$ cat config.mk
export PLATFORM = sky130hd
export DESIGN_NAME = uart_text_writer
export DESIGN_NICKNAME = d
export VERILOG_FILES = /design/src/rtl/uart_text_pkg.sv /design/src/rtl/text_cursor.sv /design/src/rtl/uart_text_writer.sv
export SDC_FILE = /design/constraint.sdc
export NUM_CORES = 1
export LEC_CHECK = 0
export BUFFER_PORTS_ARGS = -buffer_cell sky130_fd_sc_hd__buf_2
export CAP_MARGIN = 20
export CORE_ASPECT_RATIO = 0.6
export CORE_MARGIN = 2
export CORE_UTILIZATION = 40
export DETAILED_ROUTE_END_ITERATION = 12
export GPL_TIMING_DRIVEN = 0
export MAX_ROUTING_LAYER = met4
export PLACE_DENSITY = 0.61
export SLEW_MARGIN = 5
export SYNTH_ARGS = -nofsm -noshare
export SYNTH_HDL_FRONTEND = slang
export SYNTH_SLANG_ARGS = --single-unit
$ cat constraint.sdc
create_clock -name clk_i -period 2.5 [get_ports clk_i]
set_input_delay 0.125 -clock clk_i [delete_from_list [all_inputs] [get_ports clk_i]]
set_output_delay 0.125 -clock clk_i [all_outputs]
set_load 0.02 [all_outputs]
$ cat src/rtl/uart_text_pkg.sv
// Shared constants and types for the UART-to-text-buffer writer.
// Holds grid defaults, control-character codes, cursor commands and FSM states.
package uart_text_pkg;

  localparam int DEF_COLS       = 80;
  localparam int DEF_ROWS       = 30;
  localparam int DEF_ADDR_WIDTH = 12;

  localparam logic [7:0] CH_BS     = 8'h08;
  localparam logic [7:0] CH_LF     = 8'h0A;
  localparam logic [7:0] CH_FF     = 8'h0C;
  localparam logic [7:0] CH_CR     = 8'h0D;
  localparam logic [7:0] CH_SPACE  = 8'h20;
  localparam logic [7:0] PRINT_MIN = 8'h20;
  localparam logic [7:0] PRINT_MAX = 8'h7E;

  typedef enum logic [2:0] {
    CUR_NONE,
    CUR_INC,
    CUR_DEC,
    CUR_CR,
    CUR_LF,
    CUR_HOME
  } cursor_cmd_t;

  typedef enum logic {
    ST_IDLE,
    ST_CLEAR
  } state_t;

  function automatic logic is_printable(input logic [7:0] c);
    return (c >= PRINT_MIN) && (c <= PRINT_MAX);
  endfunction

endpackage

$ cat src/rtl/text_cursor.sv
// Cursor position on the character grid: column, row and the matching linear address.
// The address is tracked incrementally so no multiplier is needed.
module text_cursor
  import uart_text_pkg::*;
#(
  parameter int COLS       = DEF_COLS,
  parameter int ROWS       = DEF_ROWS,
  parameter int ADDR_WIDTH = DEF_ADDR_WIDTH
) (
  input  logic                  clk,
  input  logic                  rst_n,
  input  cursor_cmd_t           cmd,
  output logic [6:0]            col,
  output logic [4:0]            row,
  output logic [ADDR_WIDTH-1:0] addr
);

  localparam logic [6:0]            COL_LAST  = 7'(COLS - 1);
  localparam logic [4:0]            ROW_LAST  = 5'(ROWS - 1);
  localparam logic [ADDR_WIDTH-1:0] ADDR_ONE  = ADDR_WIDTH'(1);
  localparam logic [ADDR_WIDTH-1:0] ADDR_COLS = ADDR_WIDTH'(COLS);
  // Distance from row 0 to the last row, used when LF wraps to the top.
  localparam logic [ADDR_WIDTH-1:0] ADDR_WRAP = ADDR_WIDTH'((ROWS - 1) * COLS);

  // NOTE: state registers use non-blocking assignments so every register in the
  // block samples the pre-edge values, exactly like the flops they describe.
  always_ff @(posedge clk or negedge rst_n) begin
    if (!rst_n) begin
      col  <= '0;
      row  <= '0;
      addr <= '0;
    end else begin
      case (cmd)
        CUR_INC: begin
          if (col == COL_LAST) begin
            col <= '0;
            if (row == ROW_LAST) begin
              row  <= '0;
              addr <= '0;
            end else begin
              row  <= row + 5'd1;
              addr <= addr + ADDR_ONE;
            end
          end else begin
            col  <= col + 7'd1;
            addr <= addr + ADDR_ONE;
          end
        end
        CUR_DEC: begin
          if (col != '0) begin
            col  <= col - 7'd1;
            addr <= addr - ADDR_ONE;
          end else if (row != '0) begin
            col  <= COL_LAST;
            row  <= row - 5'd1;
            addr <= addr - ADDR_ONE;
          end
        end
        CUR_CR: begin
          col  <= '0;
          addr <= addr - ADDR_WIDTH'(col);
        end
        CUR_LF: begin
          if (row == ROW_LAST) begin
            row  <= '0;
            addr <= addr - ADDR_WRAP;
          end else begin
            row  <= row + 5'd1;
            addr <= addr + ADDR_COLS;
          end
        end
        CUR_HOME: begin
          col  <= '0;
          row  <= '0;
          addr <= '0;
        end
        default: ;
      endcase
    end
  end

endmodule

$ cat src/rtl/uart_text_writer.sv
// Turns UART bytes into VGA text-buffer writes: edge detect, 1-deep pending byte,
// control-code decode and a full-screen clear sweep on form feed.
module uart_text_writer
  import uart_text_pkg::*;
#(
  parameter int COLS       = DEF_COLS,
  parameter int ROWS       = DEF_ROWS,
  parameter int ADDR_WIDTH = DEF_ADDR_WIDTH
) (
  input  logic                  clk_i,
  input  logic                  rstn_i,
  input  logic                  wr_i,
  input  logic [7:0]            data_i,
  output logic                  buf_we_o,
  output logic [ADDR_WIDTH-1:0] buf_addr_o,
  output logic [7:0]            buf_data_o,
  output logic [6:0]            cursor_col_o,
  output logic [4:0]            cursor_row_o,
  output logic                  busy_o,
  output logic                  drop_o
);

  localparam logic [ADDR_WIDTH-1:0] CELL_LAST = ADDR_WIDTH'(COLS * ROWS - 1);
  localparam logic [ADDR_WIDTH-1:0] ADDR_ONE  = ADDR_WIDTH'(1);

  state_t                  state;
  logic                    wr_q;
  logic                    wr_edge;
  logic                    pend_valid;
  logic [7:0]              pend_data;
  logic                    decode;
  logic [ADDR_WIDTH-1:0]   clr_addr;
  logic [ADDR_WIDTH-1:0]   cur_addr;
  cursor_cmd_t             cmd;

  assign wr_edge = wr_i & ~wr_q;
  assign decode  = (state == ST_IDLE) && pend_valid;

  // NOTE: every signal assigned in always_comb gets a default first, so no path
  // leaves it unassigned and no latch is inferred.
  always_comb begin
    cmd = CUR_NONE;
    if (decode) begin
      if (is_printable(pend_data))  cmd = CUR_INC;
      else if (pend_data == CH_BS)  cmd = CUR_DEC;
      else if (pend_data == CH_CR)  cmd = CUR_CR;
      else if (pend_data == CH_LF)  cmd = CUR_LF;
    end else if (state == ST_CLEAR && clr_addr == CELL_LAST) begin
      cmd = CUR_HOME;
    end
  end

  text_cursor #(
    .COLS       (COLS),
    .ROWS       (ROWS),
    .ADDR_WIDTH (ADDR_WIDTH)
  ) u_cursor (
    .clk   (clk_i),
    .rst_n (rstn_i),
    .cmd   (cmd),
    .col   (cursor_col_o),
    .row   (cursor_row_o),
    .addr  (cur_addr)
  );

  always_ff @(posedge clk_i or negedge rstn_i) begin
    if (!rstn_i) begin
      state      <= ST_IDLE;
      wr_q       <= 1'b0;
      pend_valid <= 1'b0;
      pend_data  <= '0;
      clr_addr   <= '0;
      buf_we_o   <= 1'b0;
      buf_addr_o <= '0;
      buf_data_o <= '0;
      busy_o     <= 1'b0;
      drop_o     <= 1'b0;
    end else begin
      wr_q     <= wr_i;
      buf_we_o <= 1'b0;
      drop_o   <= wr_edge & pend_valid;

      // A new byte only loads an empty slot; the decode clear comes first so a
      // byte arriving as the old one is consumed is still counted as a drop.
      if (decode) pend_valid <= 1'b0;
      if (wr_edge && !pend_valid) begin
        pend_valid <= 1'b1;
        pend_data  <= data_i;
      end

      case (state)
        ST_IDLE: begin
          busy_o <= 1'b0;
          if (pend_valid) begin
            if (is_printable(pend_data)) begin
              buf_we_o   <= 1'b1;
              buf_addr_o <= cur_addr;
              buf_data_o <= pend_data;
            end else if (pend_data == CH_BS) begin
              buf_we_o   <= 1'b1;
              buf_addr_o <= (cur_addr == '0) ? '0 : cur_addr - ADDR_ONE;
              buf_data_o <= CH_SPACE;
            end else if (pend_data == CH_FF) begin
              // The first sweep write goes out with the decode; the rest follow in CLEAR.
              buf_we_o   <= 1'b1;
              buf_addr_o <= '0;
              buf_data_o <= CH_SPACE;
              busy_o     <= 1'b1;
              clr_addr   <= ADDR_ONE;
              state      <= ST_CLEAR;
            end
          end
        end
        ST_CLEAR: begin
          buf_we_o   <= 1'b1;
          buf_addr_o <= clr_addr;
          buf_data_o <= CH_SPACE;
          busy_o     <= 1'b1;
          clr_addr   <= clr_addr + ADDR_ONE;
          if (clr_addr == CELL_LAST) state <= ST_IDLE;
        end
        default: state <= ST_IDLE;
      endcase
    end
  end

endmodule
==> Word-level counts from Yosys, hierarchy flattened <==
Index checks and enable logic that the tools add are counted.
{ "totals": {"register_bits": 70, "inputBits": 11, "output_inout_bits": 35} }
{ "classes": {"add_sub_neg": 10, "magnitude_cmp": 2, "eq_ne": 21, "n_mux": 50, "bitwise": 4, "n_reduce_logical": 18} }
{ "ops": {"columns": ["cell", "n"], "rows": [
  ["12-bit two-way mux", 14],
  ["12-bit one-hot mux with 5 select lines", 1],
  ["12-bit one-hot mux with 2 select lines", 2],
  ["8-bit by 4-bit equality test with 1-bit output (second input constant)", 4],
  ["8-bit two-way mux", 4],
  ["12-bit by 1-bit adder with 12-bit output (second input constant)", 2],
  ["7-bit two-way mux", 3],
  ["7-bit one-hot mux with 3 select lines", 1],
  ["5-bit two-way mux", 4],
  ["5-bit one-hot mux with 4 select lines", 1],
  ["3-bit two-way mux", 6],
  ["8-bit one-hot mux with 2 select lines", 1],
  ["12-bit by 7-bit adder with 12-bit output (second input constant)", 1],
  ["12-bit equality test (second input constant)", 1],
  ["12-bit logical NOT", 1],
  ["12-bit by 1-bit subtractor with 12-bit output (second input constant)", 1],
  ["12-bit subtractor (second input constant)", 1],
  ["12-bit by 7-bit subtractor with 12-bit output", 1],
  ["1-bit two-way mux", 10],
  ["5-bit nonzero test", 2],
  ["8-bit by 6-bit >= comparator with 1-bit output (second input constant)", 1],
  ["8-bit by 7-bit less-or-equal comparator with 1-bit output (second input constant)", 1],
  ["2-bit inequality test (second input constant)", 4],
  ["4-bit AND reduction", 2],
  ["other kinds (23)", 36]
]} }

==> Depth between registers and ports, before layout <==
Gate-level depths: netlist of run 1.
{ "depth": {"word_depth": 10, "mapped_depth": 11} }

==> Modules after synthesis <==
From an unflattened synthesis of run 1, not the netlist that was laid out.
{ "hier_totals": {"cells_unflattened": 550, "hier_area_um2": 5051.1} }
{ "modules_own_cells": {"columns": ["mod", "n_inst", "cells_each", "area_per_inst_um2", "seq_area_each_um2"], "rows": [
  ["text_cursor", 1, 324, 2668.8, 600.6],
  ["uart_text_writer", 1, 226, 2382.3, 1151.1]
]} }

==> Worst setup path after synthesis of run 1 <==
No wires, ideal clock.
{ "synth_path": {"path_kind": "register to register", "from": "reg u_cursor.row[1]", "to": "reg u_cursor.addr[11]", "setup_time_ns": 0.131, "t_arrival_ns": 2.542, "required_time_ns": 2.369, "setup_slack_ns": -0.173, "stages_incl_launch_ff": 12, "synth_period_minus_slack_ns": 2.673, "cell_sequence": "dfrtp_1 inv_1 ha_1 nand4_1 inv_1 ha_1 a211oi_1 o21bai_1 a221oi_1 xnor2_1 a221oi_1 o22ai_1"} }
{ "synth_between": {"elab_chain_cells": 4} }
{ "synth_lines": {"columns": ["item", "line", "source"], "rows": [
  ["start: declaration", "text_cursor.sv:14", "output logic [4:0] row,"],
  ["start signal: assignment", "text_cursor.sv:41", "row <= row + 5'd1;"],
  ["start signal: assignment", "text_cursor.sv:55", "row <= row - 5'd1;"],
  ["start signal: assignment", "text_cursor.sv:68", "row <= row + 5'd1;"],
  ["5-bit equality test", "text_cursor.sv:37, text_cursor.sv:64", null],
  ["12-bit two-way mux", "text_cursor.sv:37", "if (row == ROW_LAST) begin"],
  ["12-bit two-way mux", "text_cursor.sv:35", "if (col == COL_LAST) begin"],
  ["12-bit one-hot mux with 5 select lines", "text_cursor.sv:33", "case (cmd)"],
  ["end signal: assignment", "text_cursor.sv:42", "addr <= addr + ADDR_ONE;"],
  ["end signal: assignment", "text_cursor.sv:66", "addr <= addr - ADDR_WRAP;"],
  ["end signal: assignment", "text_cursor.sv:69", "addr <= addr + ADDR_COLS;"],
  ["end: declaration", "text_cursor.sv:15", "output logic [ADDR_WIDTH-1:0] addr"]
]} }
Parallel ways exist; a longest one is shown, timed or not.
A chain may end at the register's enable or synchronous reset.

==> Worst setup path in the final report of run 1 <==
Ends and elaborated chain as after synthesis.

==> results of run 1 <==
-- logic make-up after synthesis --
family / Yosys count
muxes: 8
AOI/OAI and AO/OA: 196
and+or+nand+nor: 218
adders and majority gates: 24
buffers and inverters: 70
DFF: 70
xor gates and xnor gates: 22
-- path summary, 6_finish.rpt --
check | startpoint | to | slack [ns] | cells after the start
worst max-delay path | u_cursor.row[1] | u_cursor.addr[11] | 0.02 | 11
worst min-delay path | data_i[1] | pend_data[1] | 0.01 | 2
worst max register to register | u_cursor.row[1] | u_cursor.addr[11] | 0.02 | 11
worst min register to register | buf_addr_o[2] | buf_addr_o[2] | 0.48 | 2
max in group asynchronous | rstn_i | pend_data[1] | 1.66 | 3
min in group asynchronous | rstn_i | u_cursor.col[5] | 0.27 | 2
-- repair_timing --
item,4_1_cts,5_1_grt
gates resized for setup,28,56
hold endpoints to repair,32,0
setup buffers,10,24
pin swaps,5,25
hold buffers,3,0
gates cloned,0,0
endpoints found under the setup margin,29,50
-- where the power goes --
part	switching (mW)	internal [mW]
Combinational	1.91	1.29
Clock	0.530	0.805
Sequential	0.308	1.42
Total	2.75	3.51
-- per-layer routing --
layer	global-route usage [%]	part of all wire, %	wire length [µm]	up-vias
met5	-	0	0	-
li1	-	-	-	2428
met1	38.0	49	8050	2553
met2	33.5	41	6790	218
met4	6.59	1.5	253	0
met3	6.53	8.3	1370	29
-- worst max-delay path, cell delays in order, from the launching register on --
cell and delay [ns]:
dfrtp_2 0.42, inv_4 0.07, ha_4 0.12, nand4_1 0.16, inv_2 0.14, ha_4 0.21
a211oi_4 0.28, o21bai_2 0.13, a221oi_4 0.28, xnor2_1 0.12, a221oi_1 0.29, o22ai_1 0.12
-- sequential cells by signal, indices dropped and copies added, names as in the netlist, 5 cells and up --
register       flops
buf_data_o         8
pend_data          8
u_cursor.col       7
u_cursor.row       5
clr_addr          12
buf_addr_o        12
u_cursor.addr     12
-- synthesized netlist by cell type (all sizes together), types with 5 or more instances --
cell type / number / area, µm²
a211oi: 8 / 60.1
a21oi: 46 / 230
a221oi: 7 / 61.3
a22o: 6 / 52.6
a31oi: 9 / 56.3
and3: 7 / 43.8
buf: 16 / 83.8
clkbuf: 21 / 78.8
dfrtp: 70 / 1750
ha: 22 / 275
inv: 32 / 120
mux2: 7 / 78.8
nand2: 53 / 199
nand2b: 7 / 51.3
nand3: 32 / 160
nand4: 5 / 31.3
nor2: 47 / 181
nor2b: 5 / 31.3
nor3: 21 / 115
nor4: 7 / 58.8
o21ai: 62 / 310
o22ai: 9 / 56.3
o31ai: 8 / 60.1
or3: 5 / 31.3
or4: 5 / 48.8
xnor2: 19 / 166
-- cell usage in the layout, fill, tap and decap left out, types with 4 or more instances in the layout --
cell type / n
dfrtp_1: 62
o21ai_0: 54
nand2_1: 52
buf_2: 49
a21oi_1: 45
nor2_1: 43
buf_4: 37
nand3_1: 32
inv_1: 28
xnor2_1: 19
ha_1: 16
nor3_1: 15
clkbuf_1: 14
o22ai_1: 9
clkbuf_16: 9
a31oi_1: 8
o31ai_1: 8
dfrtp_2: 8
buf_1: 7
o21ai_1: 7
mux2_2: 7
a22o_1: 6
a211oi_1: 6
ha_4: 6
nand4_1: 5
or4_4: 5
nand2b_1: 5
nor2b_1: 5
or3_1: 5
a221oi_1: 5
and3_1: 5
and4_1: 4
o21a_1: 4
clkbuf_2: 4
a21o_1: 4
nor3_4: 4
-- final cells by class --
cell class | count | share of cell area, %
well taps | 165 | 3.19
plain buffers | 35 | 2.61
multi-input cells | 468 | 52.0
clock buffers | 10 | 3.69
clock inverters | 6 | 1.06
inverters | 33 | 2.01
repair buffers | 83 | 8.24
flip-flops and latches | 70 | 27.2
==> results.yml, run 1 <==
hold_path:
  hold_class: "in -> reg"
layout:
  regArea_mm2: 0.00176
  num-nets-final: 735
  multi_input_area_mm2: 0.00336
  fin_util_pct: 53.1
  finish.instance_area_mm2: 0.00647
  area_delta_synth_final_pct: 28.2
  drive_gt1_share_pct: 25.7
  num_antenna_cells: 0
  fill_cells: 1177
  finalNonFillerCells: 870
clock_network:
  clockBufferDepth: 2
  clk_latency_ns: 0.34
  cts_buffers: 9
  cts_tree: "built"
  clk_pin_slew_ns: 0.06
  cts_sinks: 70
  cts_root_buffer: "clkbuf_16"
  h-tree-depth: 3
floorplanning:
  dieArea_mm2: 0.0136
  dieHeight_um: 91.0
  core_mm2: 0.0122
  ios: 46
  start_util_pct: 41.5
  dieWidth_um: 149
  num_rows: 31
timing:
  timing.hold.ws_ns: 0.0103
  final.setup.worst_slack_ns: 0.0220
  timing.setup.tns_ns: 0
  setup-violations-final: 0
  timing.fmax_mhz: 404
  min_period_ns: 2.48
  maxSlewHeadroom_pct: 42.9
  period_share_pct: 99.1
  tightest_slew_ns: 0.854
  report.final.slew_viol_count: 0
  hold_viol_final: 0
  skew_ns: 0.00415
  grt_setup_unrepaired: "true"
global_route:
  grt_usage_pct: 25.4
  antenna_found_initial: 0
  overflow: 0
  grt_max_degree: 41
  grt_pass1_wl_mm: 26.3
  first_global_vias: 4888
synth:
  syn_nets: 643
  ys_warn_count: 0
  synth_compound_area_share_pct: 24.7
  synthMuxAreaShare_pct: 1.76
  synth_cell_types: 73
  ys_ff_latch: 70
  synth_xor_area_share_pct: 3.82
  yosysSeqAreaShare_pct: 34.7
  synth-simple-area-share_pct: 23.1
  synthesis.area_mm2: 0.00505
  syn-instance-count: 608
  synth_edf_count: 0
  ys_async_sr_fraction_pct: 100
  synth_adder_area_share_pct: 6.25
  synth_ff_type: "dfrtp_1"
  avgSynthCellArea_um2: 8.30
  synth_top_family_by_area: "compound AO/OA/AOI/OAI gates"
detailed_routing:
  drt_iter0_markers: 400
  wl_mm: 16.5
  wl_per_cell_um: 18.9
  dr.pass1.iters: 5
  remaining_drc_errors: 0
  vias_per_cell: 6.01
  num_vias: 5228
  antenna_left: 0
outcome:
  status: "complete, no violations"
critical_path:
  worst_setup_path_end_kind: "register"
  start_kind: "register"
  required_ns: 2.72
  critPathArrivalTime_ns: 2.70
  path_max_fanout: 3
  path_class: "reg -> reg"
power_and_ir_drop:
  p_per_area_mw_per_mm2: 968
  vdd_drop_max_uv: 487
  finalPower_mw: 6.26
  p_leak_nw: 2.71
run:
  maxCapViolations: 0
placed_design:
  place.port_buffers: 45
  dp_cells: 819
  pre_cts_ws_ns: -0.536
  hpwl_mm: 11.8
  gp_congestion: 0.928
  postPlaceCellArea_mm2: 0.00551
No activity file was read; power rests on OpenSTA's default activity.
==> inputs of run 2 (changes only) <==
--- a/config.mk
+++ b/config.mk
@@ -17,4 +17,5 @@
 export SLEW_MARGIN = 5
 export SYNTH_ARGS = -nofsm -noshare
 export SYNTH_HDL_FRONTEND = slang
+export SYNTH_HIERARCHICAL = 1
 export SYNTH_SLANG_ARGS = --single-unit
==> results.yml, run 2 <==
placed_design:
  place.port_buffers: 45
  gp_congestion: 0.901
  hpwl_mm: 10.2
  postPlaceCellArea_mm2: 0.00560
synth:
  yosysSeqAreaShare_pct: 34.7
  avgSynthCellArea_um2: 9.18
  syn_nets: 588
  synth_edf_count: 0
  syn-instance-count: 550
  synth.largest_area_cell: "dfrtp_1"
  ys_async_sr_fraction_pct: 100
  synth_ff_type: "dfrtp_1"
  ys_top_cells_by_area: "dfrtp_1, ha_1, a22o_1, xnor2_1, nand2_1"
  synthesis.area_mm2: 0.00505
  ys_ff_latch: 70
  synth_cell_types: 80
  synth.top_cell.area_share_pct: 34.7
  synth.most_common_cell: "dfrtp_1"
  ys_warn_count: 6
  synth.top_cells.by_count: "dfrtp_1, nand2_1, nor2_1"
layout:
  fill_cells: 1121
  num-nets-final: 689
  num_antenna_cells: 0
  reg_top3: "buf_addr_o: 12 flops, clr_addr: 12 flops, u_cursor/addr: 12 flops"
  layout_commonest_cell: "dfrtp_1"
  layout_common_cells: "dfrtp_1, buf_2, buf_4, nand2_1"
  fin_util_pct: 54.4
  area_delta_synth_final_pct: 31.3
  drive_gt1_share_pct: 33.1
  finish.instance_area_mm2: 0.00663
detailed_routing:
  num_vias: 4727
  drt_iter0_markers: 397
  dr.pass1.iters: 5
  remaining_drc_errors: 0
  wl_per_cell_um: 18.1
  antenna_left: 0
  vias_per_cell: 5.76
  wl_mm: 14.9
power_and_ir_drop:
  vdd_drop_max_uv: 534
  p_per_area_mw_per_mm2: 847
  p_leak_nw: 2.94
  finalPower_mw: 5.61
clock_network:
  cts_buffers: 9
  clk_latency_ns: 0.34
  clk_pin_slew_ns: 0.06
  clockBufferDepth: 2
  cts_root_buffer: "clkbuf_16"
  cts_tree: "built"
  h-tree-depth: 3
  cts_sinks: 70
critical_path:
  path_max_fanout: 7
  start_kind: "register"
  path_class: "reg -> reg"
  worst_setup_path_end_kind: "register"
  required_ns: 2.76
  critPathArrivalTime_ns: 3.36
global_route:
  grt_usage_pct: 22.7
  overflow: 0
  first_global_vias: 4358
  grt_max_degree: 38
  grt_pass1_wl_mm: 23.6
  antenna_found_initial: 0
timing:
  min_period_ns: 3.11
  hold_viol_final: 0
  setup-violations-final: 20
  timing.fmax_mhz: 322
  skew_ns: 0.00460
  period_share_pct: 124
  timing.setup.tns_ns: -6.78
  final.setup.worst_slack_ns: -0.609
  grt_setup_unrepaired: "true"
  maxSlewHeadroom_pct: 54.4
  tightest_slew_ns: 0.681
  report.final.slew_viol_count: 0
floorplanning:
  dieWidth_um: 149
  start_util_pct: 41.5
  ios: 46
  core_mm2: 0.0122
  dieHeight_um: 91.0
  dieArea_mm2: 0.0136
  num_rows: 31
outcome:
  status: "finished, violations left"
  violations: "setup timing"
hold_path:
  hold_class: "in -> reg"
run:
  maxCapViolations: 0
## run 2: cell count changes in the layout (fill, tap and decap cells not counted), sizes merged, moves of 6 or more
cell,delta
o21ai,-39
a22o,+17
a21oi,-15
nand3,-14
nor2,-14
o221ai,+11
buf,+9
nand2,-7
xor2,+7
clkbuf,-6
## run 2: final timing paths
path | startpoint | end | slack, ns | cells after the start
setup / recovery | pend_data[5] | u_cursor/addr[8] | -0.61 | 15
hold / removal | data_i[7] | pend_data[7] | 0.01 | 2
setup reg to reg | pend_data[5] | u_cursor/addr[8] | -0.61 | 15
hold reg to reg | buf_data_o[7] | buf_data_o[7] | 0.49 | 1
max in group asynchronous | rstn_i | clr_addr[9] | 1.63 | 3
min in group asynchronous | rstn_i | buf_data_o[7] | 0.29 | 2
## run 2: cell families (layout without fill, tap and decap cells)
kind of cell | count (synthesis) | count (layout) | share of synthesized area [%]
xor gates and xnor gates | 30 | 30 | 5.20
AOI/OAI and AO/OA | 158 | 158 | 23.3
and+or+nand+nor | 191 | 191 | 21.7
buffers and inverters | 63 | 169 | 5.85
muxes | 11 | 11 | 2.35
adders and majority gates | 27 | 27 | 6.99
DFF | 70 | 70 | 34.7
## run 2: metrics by stage
step | setup WS, ns | hold slack, ns | std cells
2_1_floorplan | -0.607 | -0.171 | 550
3_3_place_gp | -1.02 | 0.254 | 760
3_5_place_dp | -1.11 | 0.123 | 761
4_1_cts | -0.679 | 0.00505 | 799
5_1_grt | -0.727 | 0.00473 | 821
6_report | -0.609 | 0.0138 | 821
## run 2: metal layers
metal	up-vias	GRT usage (%)	part of all wire, %
met5	-	-	0
met4	0	5.63	0.93
met3	9	4.17	6.4
met2	171	28.8	41
met1	2302	36.0	52
li1	2245	-	-
## run 2: where the power goes
group          internal (mW)  switching (mW)  leakage, nW
registers               1.39           0.285        0.910
clock network          0.679           0.544        0.129
logic                   1.20            1.51         1.90
total                   3.27            2.34         2.94
## run 2: area by class of cell
class | count | area [µm²] | share of cell area, %
clock inverter | 6 | 46.3 | 0.698
clock buffer | 10 | 229 | 3.45
multi-input combinational | 417 | 3440 | 51.8
tap | 165 | 206 | 3.11
sequential | 70 | 1760 | 26.5
inverter | 32 | 120 | 1.81
timing repair buffer | 93 | 632 | 9.53
buffer | 28 | 203 | 3.06
## run 2: what timing repair did
action / 4_1_cts / 5_1_grt
hold buffers: 3 / 0
setup endpoints to repair: 23 / 34
buffers inserted: 20 / 24
pin swaps: 20 / 34
resized for setup: 55 / 54
endpoints found under the hold margin: 35 / 0
## run 2: critical path, stage by stage (launching register included)
cell	delay [ns]
dfrtp_2	0.45
nor3_4	0.24
buf_6	0.14
nand2_4	0.05
o41ai_4	0.42
nor2b_4	0.07
and2_4	0.20
nand2_4	0.09
ha_4	0.21
o211ai_1	0.30
a21oi_4	0.08
o21ai_4	0.25
buf_6	0.14
nand2_4	0.05
o221a_4	0.23
nor3_4	0.12
==> inputs of run 3 (changes only) <==
--- a/config.mk
+++ b/config.mk
@@ -5,6 +5,7 @@
 export SDC_FILE = /design/constraint.sdc
 export NUM_CORES = 1
 export LEC_CHECK = 0
+export ABC_AREA = 1
 export BUFFER_PORTS_ARGS = -buffer_cell sky130_fd_sc_hd__buf_2
 export CAP_MARGIN = 20
 export CORE_ASPECT_RATIO = 0.6
@@ -13,7 +14,7 @@
 export DETAILED_ROUTE_END_ITERATION = 12
 export GPL_TIMING_DRIVEN = 0
 export MAX_ROUTING_LAYER = met4
-export PLACE_DENSITY = 0.61
+export PLACE_DENSITY = 0.58
 export SLEW_MARGIN = 5
 export SYNTH_ARGS = -nofsm -noshare
 export SYNTH_HDL_FRONTEND = slang
==> constraint.sdc (replaced) <==
create_clock -name clk_i -period 3.7 [get_ports clk_i]
set_input_delay 0.185 -clock clk_i [delete_from_list [all_inputs] [get_ports clk_i]]
set_output_delay 0.185 -clock clk_i [all_outputs]
set_load 0.02 [all_outputs]
==> results.yml, run 3 <==
outcome:
  status: "complete, no violations"
layout:
  regArea_mm2: 0.00175
  reg_top3: "buf_addr_o: 12 flops, clr_addr: 12 flops, u_cursor/addr: 12 flops"
  drive_gt1_share_pct: 14.2
  layout_commonest_cell: "nand2_1"
  num-nets-final: 887
  num_antenna_cells: 0
  multi_input_area_mm2: 0.00315
  finalNonFillerCells: 1024
  layout_common_cells: "nand2_1, inv_1, nor2_1, nand3_1, dfrtp_1"
  fill_cells: 1332
  area_delta_synth_final_pct: 15.3
timing:
  setup-violations-final: 0
  skew_ns: 0.00582
  grt_setup_unrepaired: "false"
  tightest_slew_ns: 0.736
  timing.hold.ws_ns: 0.0980
  timing.fmax_mhz: 296
  hold_viol_final: 0
  timing.setup.tns_ns: 0
  maxSlewHeadroom_pct: 50.6
  period_share_pct: 91.4
  report.final.slew_viol_count: 0
  min_period_ns: 3.38
placed_design:
  hpwl_mm: 11.9
  dp_cells: 1006
  gp_congestion: 0.912
  place.port_buffers: 45
synth:
  ys_warn_count: 6
  synth.most_common_cell: "nand2_1"
  synth_ff_type: "dfrtp_1"
  synth.top_cells.by_count: "nand2_1, inv_1, nor2_1"
  syn_nets: 828
  avgSynthCellArea_um2: 6.77
  ys_async_sr_fraction_pct: 100
  synth_cell_types: 41
  ys_ff_latch: 70
  synthesis.area_mm2: 0.00535
  ys_top_cells_by_area: "dfrtp_1, nand2_1, nand3_1, inv_1, nor2_1"
  yosysSeqAreaShare_pct: 32.8
  synth.top_cell.area_share_pct: 32.8
  synth_edf_count: 0
  syn-instance-count: 790
  synth.largest_area_cell: "dfrtp_1"
floorplanning:
  ios: 46
  start_util_pct: 41.3
  core_mm2: 0.0129
  dieHeight_um: 93.6
  dieArea_mm2: 0.0143
  dieWidth_um: 153
  num_rows: 32
critical_path:
  critPathArrivalTime_ns: 3.65
  path_class: "reg -> reg"
  path_cells: "inv_1 > nor2_1 > nand3_1 > nor4_2 > nand2_1 > o211ai_1 > inv_1 > nor2_4 > nand2_1 > ha_1 > fa_1 > o21ai_2 > nand2_1 > nand3_1 > nand2_1 > a21oi_1 > nor2_1 > nor2_1"
  crit_buf_inv: 2
  cp_top_family: "simple AND/OR/NAND/NOR gates"
  path_max_fanout: 8
  crit_top_cell: "nand2_1"
  max_stage_delay_ns: 0.44
  worst_setup_path_end_kind: "register"
  required_ns: 3.97
  start_kind: "register"
  cp_slowest_cell: "dfrtp_1"
detailed_routing:
  dr.pass1.iters: 5
  antenna_left: 0
  remaining_drc_errors: 0
  wl_per_cell_um: 15.0
  wl_mm: 15.4
  vias_per_cell: 5.30
  num_vias: 5430
  drt_iter0_markers: 504
run:
  maxCapViolations: 0
global_route:
  grt_max_degree: 63
  antenna_found_initial: 0
  grt_usage_pct: 22.7
  first_global_vias: 4855
  grt_pass1_wl_mm: 25.1
  overflow: 0
clock_network:
  cts_tree: "built"
  h-tree-depth: 3
  clk_latency_ns: 0.34
  clockBufferDepth: 2
  cts_root_buffer: "clkbuf_16"
  post_cts_buffers: 0
  clk_pin_slew_ns: 0.06
  cts_buffers: 9
  cts_sinks: 70
power_and_ir_drop:
  p_per_area_mw_per_mm2: 620
  p_leak_nw: 3.09
  vdd_drop_max_uv: 397
hold_path:
  hold_class: "in -> reg"
## run 3: cell count changes after synthesis, sizes merged, moves of 10 or more
| cell | before | now |
|---|---|---|
| inv | 32 | 101 |
| a22o | 23 | 0 |
| nand3 | 18 | 79 |
| nand2b | 11 | 0 |
| nor2 | 33 | 103 |
| o221ai | 12 | 0 |
| nand2 | 46 | 232 |
| nand4 | 2 | 19 |
| xnor2 | 20 | 3 |
| clkbuf | 16 | 1 |
| o21ai | 23 | 56 |
| and3 | 10 | 0 |
## run 3: metal layers
metal  vias to the layer above  GRT usage [%]  wire, µm
li1                       2695              -         -
met1                      2528           36.5      8290
met2                       193           28.9      5740
met3                        14           4.03      1210
met4                         0           4.48       125
met5                         -              -         0
## run 3: area by class of cell
type | instances | area share, %
Sequential cell | 70 | 28.4
Timing Repair Buffer | 48 | 4.47
Multi-Input combinational cell | 606 | 51.2
Clock buffer | 10 | 3.72
Tap cell | 170 | 3.45
Clock inverter | 6 | 1.14
Buffer | 12 | 1.38
Inverter | 102 | 6.25
## run 3: kinds of logic (layout without fill, tap and decap cells)
family	count (synthesis)	count (layout)	share of synthesized area (%)
AO/OA/AOI/OAI	112	112	11.9
XOR/XNOR	14	14	2.29
adder cells (fa/ha/maj)	27	27	6.60
buffers and inverters	114	178	8.80
flip-flops	70	70	32.8
AND/OR/NAND/NOR	453	453	37.7
## run 3: tightest hold or removal path, delay by kind of cell
kind | cells | cell delay (ns)
buf+inv | 1 | 0.08
simple gates | 1 | 0.03
compound gates | 1 | 0.10
## run 3: final timing paths
| kind | slack (ns) | cells past startpoint | startpoint | endpoint |
|---|---|---|---|---|
| min in group asynchronous | 0.21 | 2 | rstn_i | u_cursor/col[5] |
| worst max register to register | 0.32 | 18 | clr_addr[6] | u_cursor/addr[10] |
| worst min register to register | 0.48 | 3 | wr_q | drop_o |
| worst max-delay path | 0.32 | 18 | clr_addr[6] | u_cursor/addr[10] |
| max in group asynchronous | 2.92 | 3 | rstn_i | buf_addr_o[11] |
| worst min-delay path | 0.1 | 3 | data_i[6] | pend_data[6] |
## run 3: timing repair
action	in CTS	in global routing
hold buffers	2	0
endpoints found under the hold margin	71	0
resized for setup	4	4
endpoints found under the setup margin	5	6
## run 3: metrics by stage
stage / power [mW] / cell area, µm² / utilization [%] / worst slack [ns]
6_report: 3.82 / 6160 / 47.6 / 0.320
2_1_floorplan: 2.41 / 5350 / - / 0.568
3_5_place_dp: 2.91 / 5810 / 45.0 / -0.378
4_1_cts: 3.82 / 6140 / 47.5 / 0.0308
3_3_place_gp: 2.87 / 5780 / 44.7 / -0.353
5_1_grt: 4.13 / 6160 / 47.6 / 0.0284
## run 3: power by group
group | total (mW) | switching [mW] | internal [mW] | leakage [nW]
combinational | 1.70 | 1.09 | 0.601 | 2.06
clock | 0.879 | 0.353 | 0.527 | 0.147
sequential | 1.24 | 0.288 | 0.956 | 0.885
total | 3.82 | 1.74 | 2.08 | 3.09
